`src/rtl/hazard_scoreboard.sv`:
```
// Issue-stage hazard scoreboard: load-use, long-op RAW/WAW, structural and drain stalls.
// Optional SCOREBOARD_DONE_BYPASS_EN: a completing register is not busy for RAW/WAW checks.
module hazard_scoreboard #(
  parameter int unsigned MAX_OUT = 4,
  parameter int unsigned CNT_W   = 3
) (
  input  logic             clk_i,
  input  logic             rst_ni,
  input  logic             id_valid_i,
  input  logic [4:0]       id_rs1_addr_i,
  input  logic [4:0]       id_rs2_addr_i,
  input  logic [4:0]       id_rs3_addr_i,
  input  logic             id_rs1_fp_i,
  input  logic             id_rs2_fp_i,
  input  logic             id_rs3_fp_i,
  input  logic [2:0]       id_rs_use_i,
  input  logic [4:0]       id_rd_addr_i,
  input  logic             id_rd_wren_I_i,
  input  logic             id_rd_wren_F_i,
  input  logic             id_long_i,
  input  logic             id_drain_i,
  input  logic             ex_is_load_i,
  input  logic [4:0]       ex_rd_addr_i,
  input  logic             ex_rd_wren_I_i,
  input  logic             ex_rd_wren_F_i,
  input  logic             lu_ready_i,
  input  logic             lu_done_i,
  input  logic [4:0]       lu_rd_addr_i,
  input  logic             lu_rd_fp_i,
  output logic             stall_o,
  output logic             bubble_o,
  output logic             lu_issue_o,
  output logic [31:0]      busy_I_o,
  output logic [31:0]      busy_F_o,
  output logic [CNT_W-1:0] pending_o,
  output logic             err_o
);

  localparam logic [CNT_W-1:0] MaxCnt = CNT_W'(MAX_OUT);
  localparam logic [CNT_W-1:0] OneCnt = CNT_W'(1);

  logic [31:0]      busy_i_q, busy_i_d, busy_f_q, busy_f_d;
  logic [CNT_W-1:0] pending_q, pending_d;
  logic             err_q, err_d;

  logic [31:0] done_i_mask, done_f_mask, set_i_mask, set_f_mask;
  logic [31:0] chk_i, chk_f;
  logic [4:0]  rs_addr [3];
  logic [2:0]  rs_fp;
  logic        raw, waw, load_use, structural, drain;
  logic        stray, underflow;

  always_comb begin
    done_i_mask = '0;
    done_f_mask = '0;
    if (lu_done_i) begin
      if (lu_rd_fp_i)                done_f_mask[lu_rd_addr_i] = 1'b1;
      else if (lu_rd_addr_i != 5'd0) done_i_mask[lu_rd_addr_i] = 1'b1;
    end
  end

  // Bit 0 of the integer vector is never set; masking it keeps x0 from ever matching.
`ifdef SCOREBOARD_DONE_BYPASS_EN
  assign chk_i = busy_i_q & ~done_i_mask & ~32'h1;
  assign chk_f = busy_f_q & ~done_f_mask;
`else
  assign chk_i = busy_i_q & ~32'h1;
  assign chk_f = busy_f_q;
`endif

  assign rs_addr[0] = id_rs1_addr_i;
  assign rs_addr[1] = id_rs2_addr_i;
  assign rs_addr[2] = id_rs3_addr_i;
  assign rs_fp      = {id_rs3_fp_i, id_rs2_fp_i, id_rs1_fp_i};

  always_comb begin
    raw      = 1'b0;
    load_use = 1'b0;
    for (int k = 0; k < 3; k++) begin
      if (id_rs_use_i[k]) begin
        if (rs_fp[k]) begin
          raw = raw | chk_f[rs_addr[k]];
          if (ex_is_load_i && ex_rd_wren_F_i && (rs_addr[k] == ex_rd_addr_i)) load_use = 1'b1;
        end else begin
          raw = raw | chk_i[rs_addr[k]];
          if (ex_is_load_i && ex_rd_wren_I_i && (ex_rd_addr_i != 5'd0) &&
              (rs_addr[k] == ex_rd_addr_i)) load_use = 1'b1;
        end
      end
    end
  end

  assign waw        = (id_rd_wren_I_i & chk_i[id_rd_addr_i]) |
                      (id_rd_wren_F_i & chk_f[id_rd_addr_i]);
  assign structural = id_long_i & (~lu_ready_i | (pending_q == MaxCnt));
  assign drain      = id_drain_i & (pending_q != '0);

  assign stall_o    = id_valid_i & (raw | waw | load_use | structural | drain);
  assign bubble_o   = stall_o & id_valid_i;
  assign lu_issue_o = id_valid_i & id_long_i & ~stall_o;

  always_comb begin
    set_i_mask = '0;
    set_f_mask = '0;
    if (lu_issue_o) begin
      if (id_rd_wren_I_i && (id_rd_addr_i != 5'd0)) set_i_mask[id_rd_addr_i] = 1'b1;
      if (id_rd_wren_F_i)                           set_f_mask[id_rd_addr_i] = 1'b1;
    end
  end

  // Clear before set so a same-cycle set of the completing register wins.
  assign busy_i_d = (busy_i_q & ~done_i_mask) | set_i_mask;
  assign busy_f_d = (busy_f_q & ~done_f_mask) | set_f_mask;

  assign stray = lu_done_i & ~(lu_rd_fp_i ? busy_f_q[lu_rd_addr_i] : busy_i_q[lu_rd_addr_i]);

  always_comb begin
    pending_d = pending_q;
    underflow = 1'b0;
    unique case ({lu_issue_o, lu_done_i})
      2'b10: pending_d = pending_q + OneCnt;
      2'b01: begin
        if (pending_q == '0) underflow = 1'b1;
        else                 pending_d = pending_q - OneCnt;
      end
      default: pending_d = pending_q;
    endcase
  end

  assign err_d = err_q | stray | underflow;

  always_ff @(posedge clk_i or negedge rst_ni) begin
    if (!rst_ni) begin
      busy_i_q  <= '0;
      busy_f_q  <= '0;
      pending_q <= '0;
      err_q     <= 1'b0;
    end else begin
      busy_i_q  <= busy_i_d;
      busy_f_q  <= busy_f_d;
      pending_q <= pending_d;
      err_q     <= err_d;
    end
  end

  assign busy_I_o  = busy_i_q;
  assign busy_F_o  = busy_f_q;
  assign pending_o = pending_q;
  assign err_o     = err_q;

endmodule

```
`config.mk`:
```
export PLATFORM = sky130hd
export DESIGN_NAME = hazard_scoreboard
export DESIGN_NICKNAME = d
export VERILOG_FILES = /design/src/rtl/hazard_scoreboard.sv
export SDC_FILE = /design/constraint.sdc
export NUM_CORES = 1
export LEC_CHECK = 0
export CAP_MARGIN = 20
export CELL_PAD_IN_SITES_DETAIL_PLACEMENT = 1
export CELL_PAD_IN_SITES_GLOBAL_PLACEMENT = 1
export CORE_MARGIN = 2
export CORE_UTILIZATION = 41
export CTS_CLUSTER_SIZE = 20
export DETAILED_ROUTE_END_ITERATION = 7
export MAX_ROUTING_LAYER = met4
export PLACE_DENSITY_LB_ADDON = 0.25
export SETUP_SLACK_MARGIN = 0.4
export SYNTH_ARGS = -nofsm -noshare
export SYNTH_HDL_FRONTEND = slang
export SYNTH_SLANG_ARGS = --single-unit
```
`constraint.sdc`:
```
create_clock -name clk_i -period 4.45 [get_ports clk_i]
set_input_delay 0.89 -clock clk_i [delete_from_list [all_inputs] [get_ports clk_i]]
set_output_delay 0.89 -clock clk_i [all_outputs]
set_load 0.02 [all_outputs]
```
# After elaboration in Yosys (flattened, before gate mapping)
# Cells that the tools add are included.
# word_totals
ff_bits,68
latchBits,0
mem_bits_rw,0
rom_bits,0
in_bits,49
output_inout_bits,71
elab_cells,125
n_memories,0
# op_classes
n_addsub,2
mul,0
div,0
n_lt_le_gt_ge,7
n_eq_ne,7
n_shift,0
mux,56
bitwise,30
reduce_logical,19
# op_table
op,count
$mux 32,9
$and 32x32->32,2
$not 32->32,2
$or 32x32->32,2
$bmux 1 s5,10
$mux 1,33
$lt 5x6->1 const B,5
$eq 5x5->1,3
$reduce_bool 5->1,3
$logic_and 1x1->1,12
$or 1x1->1,12
$demux 1 s5,2
$ge 5x1->1 const B,2
$and 1x1->1,9
$pmux 3 s2,1
$add 3x1->3 const B,1
$eq 3x3->1 const B,1
$logic_not 3->1,1
$mux 3,1
$not 1->1,3
$reduce_bool 3->1,1
$sub 3x1->3 const B,1
$eq 2x1->1 const B,1
$eq 2x2->1 const B,1
3 further kinds,3

# Logic depth before layout (Yosys ltp)
# logic_depth
ltp_word,21
depth_mapped,15

# Worst setup path after synthesis
# No wires, ideal clock.
# synth_timing
path_kind,input-to-output
startpoint,input port id_rd_addr_i[1]
endpoint,output port lu_issue_o
arrival_time_ns,3.236
required_ns,3.560
path_slack_ns,0.324
cell_stages,11
path_buffers,3
path_cell_list,buf_6 -> buf_2 -> mux2_2 -> a221oi_1 -> a41oi_1 -> o41ai_1 -> o311ai_1 -> nor4b_4 -> nand3_1 -> clkbuf_1 -> inv_1
# synth_between
elab_chain_cells,11
# synth_lines
item,line_no,text
"start, declared",17,"input logic [4:0] id_rd_addr_i,"
"$bmux 1 s5, on equally long branches","93, 94",
"$mux 1, on equally long branches","93, 94",
"$and 1x1->1, on equally long branches","93, 94",
$or 1x1->1 (*),93,assign waw = (id_rd_wren_I_i & chk_i[id_rd_addr_i]) |
$or 1x1->1 (*) (4 in series),98,assign stall_o = id_valid_i & (raw | waw | load_use | structural | drain);
$and 1x1->1 (*),98,
$not 1->1 (*),100,assign lu_issue_o = id_valid_i & id_long_i & ~stall_o;
$and 1x1->1 (*),100,
"end, declared",32,"output logic lu_issue_o,"
# Mark *: on every way between the ends. The rest lies on a longest branch, timed or not. The select of a mux whose other input is x is not followed.

# Final worst setup path
# layout_timing
startpoint,input port id_rs2_addr_i[1]
endpoint,output port bubble_o
# layout_between
elab_chain_cells,14
# layout_lines
item,line_no,text
"start, declared",11,"input logic [4:0] id_rs2_addr_i,"
"$bmux 1 s5, on equally long branches","85, 82",
"$mux 1, on equally long branches","85, 82",
"$or 1x1->1, on equally long branches","85, 82",
$mux 1,81,if (rs_fp[k]) begin
$mux 1,80,if (id_rs_use_i[k]) begin
"$or 1x1->1, on equally long branches","85, 82",
$mux 1,81,
$mux 1,80,
$or 1x1->1,98,
$or 1x1->1 (*) (3 in series),98,
$and 1x1->1 (*),98,
$and 1x1->1 (*),99,assign bubble_o = stall_o & id_valid_i;
"end, declared",31,"output logic bubble_o,"
# Marks and branches as above.

==> run summary <==
Outcome: finished clean
Number of synthesized register bits: 68
Clk buf depth: 2
CTS tree: done
Cells after DPL: 983
Synth top area share: 27.5%
Via/cell ratio: 6.94
Final net count: 872
Global Route Usage Sum: 37.9%
Site Rows: 44
Antenna cells: 0
First-pass GRT wire length: 44,700 µm
CP startpoint kind: input pin
P_leak: 0.00363 µW
Max-slew headroom: 43.5%
Main synth FF type: dfrtp_1
Starting Density: 42.2%
Crit-path max cell delay: 0.51 ns
Crit Path Max Fanout: 5
Die width: 127 µm
Total power divided by cell area: 264 nW/µm²
Worst Path Arrival: 3.27 ns
Net Switching: 801 µW
RD Place Congestion: 1.03
Clk_lat worst skew: 0.34 ns
HP Class: reg -> reg
Sw frac: 34.2%
Hold Fails Final Rpt: 0
EDFF count, synth: 0
Final setup TNS: 0 ns
Grt ovf: 0
CTS Sinks: 68
Cell internal pwr: 1540 µW
Share of power burned in registers: 32.7%
Register area share after synthesis: 27.5%
Worst-path clk slew: 0.05 ns
WL final: 29,900 µm
Final critical-path required period: 4.16 ns
Max-Cap Viols: 0
RSZ-0062 raised after global routing: yes
Buf/Inv on CP: 4
Die area: 16,100 µm²
ANT nets after route: 0
Core area: 14,600 µm²
Clock skew: 0.00640 ns
Largest net degree at the start of global routing: 38
Gate Count Post-Synth: 625
IO Port Bufs: 119
Family with the most delay on the worst path: simple AND/OR/NAND/NOR gates
Die H: 127 µm
Most common cell on crit path: buf_12
CP max-delay cell: mux4_2
DRC violations left: 0
Final worst-path cycle share: 93.5%
Synthesized area per cell: 9.90 µm²
Top cells by area, synth: dfrtp_1 28%, mux4_2 17%, mux2i_1 6.2%
Final setup viols: 0
Post-synth cell types: 71
Max-slew violations: 0
Avg WL per Cell: 29.6 µm
Fmax: 0.240 GHz
Clock buffer count from CTS: 9
H-tree depth: 3
Worst VDD drop: 275 µV
Final non-filler cell total: 1,009
Initial antenna violation count: 0
Yosys top cell by area: dfrtp_1
Root buf cell: clkbuf_16
Worst-path cell chain: buf_12, buf_12, mux4_2, nor2_2, nor3_2, o41ai_2, o311ai_4, nor4b_4, buf_4, and2b_2, buf_6
Syn_nets: 675
DR iter-0 viols: 741
Worst EP required: 3.56 ns
Most instantiated cells after synthesis: 68 x dfrtp_1, 68 x o21ai_0, 48 x mux4_2
Io pins: 120
P&R area growth vs syn: 43.7%
Clock network power share: 30.4%
Via count: 7,006
CP endpoint kind: output pin
Syn. warnings: 0
Post-Synthesis Cell Area: 6180 µm²
Vias in the first global route: 7,468
Gate power share: 36.8%
Post-DP HPWL: 21,600 µm
Slew @ Worst Pin: 0.847 ns
DRT Pass-1 Iters: 6
Critical path class: in -> out
Synth async-reset ratio: 100%
Fraction of layout cells with a size suffix above 1: 32.4%
## cell usage in the layout (no fill, tap or decap), types with 6 or more instances in the layout
master,Yosys,layout
xor2_1,14,14
buf_12,0,7
o31ai_1,19,17
buf_6,5,14
o21ai_0,68,67
mux2i_1,38,37
nand2_1,31,30
o21ai_2,5,6
a21oi_1,10,9
inv_1,16,14
nor2_1,19,17
mux2_2,25,23
nor3_1,9,8
clkbuf_16,0,9
dfrtp_1,68,68
clkdlybuf4s50_1,0,101
or3_1,8,8
o22ai_1,14,12
nand2b_1,9,9
mux4_2,48,48
buf_4,2,105
nor2b_1,14,14
nand4_1,8,8
o21ai_1,43,43
nand3_1,20,19
## cell type report
type,count,area [µm²]
clock buffers,12,256
clock inverters,2,35.0
fillers,1602,5760
inverters,16,60.1
multi-input cells,484,4330
flip-flops and latches,68,1700
well taps,184,230
repair buffers,243,2270
## state kept, by name, summed over array words and instances, names as in the netlist
register	cells
busy_F_o	32
busy_I_o	32
err_o	1
pending_o	3
## logic make-up (layout without fill, tap and decap cells)
logic type,after synthesis,after routing,synth area share (%)
buf+inv,73,273,5.48
compound gates,202,202,20.5
simple gates,149,149,13.7
fa+ha+maj,1,1,0.324
mux,116,116,30.3
flops,68,68,27.5
xor+xnor,16,16,2.27
## worst reg2reg max path, stage by stage, from the launching register on
cell and delay (ns):
dfrtp_1 0.44, buf_4 0.18, mux4_1 0.48, mux4_2 0.50
o2111ai_1 0.20, o211ai_1 0.17, nor4b_4 0.24, buf_4 0.18
buf_4 0.13, nand4_1 0.14, buf_4 0.19, or3b_1 0.51
o21ai_1 0.25
## power by group through the flow
stage / logic [µW] / clock network [µW] / registers, µW
floorplan: 352 / 0 / 793
global placement: 760 / 0 / 762
detailed placement: 787 / 0 / 767
CTS: 834 / 717 / 758
global route: 914 / 747 / 769
finish: 863 / 714 / 768
## worst paths after layout
kind                                   from  cells after the start            to  slack, ns
hold / removal                  busy_I_o[0]                      0   busy_I_o[0]       0.43
min in group asynchronous            rst_ni                      1  busy_F_o[24]       0.67
setup / recovery           id_rs2_addr_i[1]                     11      bubble_o       0.29
setup reg to reg               busy_F_o[25]                     12   busy_F_o[5]       0.73
hold reg to reg                 busy_I_o[0]                      0   busy_I_o[0]       0.43
max in group asynchronous            rst_ni                      2  busy_I_o[14]       2.82
## timing repair
item / CTS / global route
buffers inserted: 10 / 0
pin swaps: 14 / 12
endpoints found under the setup margin: 47 / 6
cloned: 2 / 0
hold endpoints to repair: 0 / 0
hold buffers: 0 / 0
gates resized for setup: 86 / 27
## routing by layer
metal  GRT usage, %  share of wire (%)  up-vias
li1               -                  -     2839
met3           10.5                 11      152
met5              -                  0        -
met1           46.1                 37     3519
met4           19.5                6.0        0
met2           57.9                 46      496
## through the flow
stage / setup WS [ns] / cell area [µm²] / util, % / total power [µW] / hold slack (ns)
floorplan: 0.415 / 6190 / - / 1150 / 0.581
global placement: -0.632 / 8220 / 56.1 / 1520 / 0.385
detailed placement: -0.665 / 8220 / 56.1 / 1550 / 0.397
CTS: 0.280 / 8810 / 60.2 / 2310 / 0.413
global route: 0.186 / 8880 / 60.7 / 2430 / 0.415
finish: 0.288 / 8880 / 60.7 / 2340 / 0.427
(Power assumes the default switching activity.)
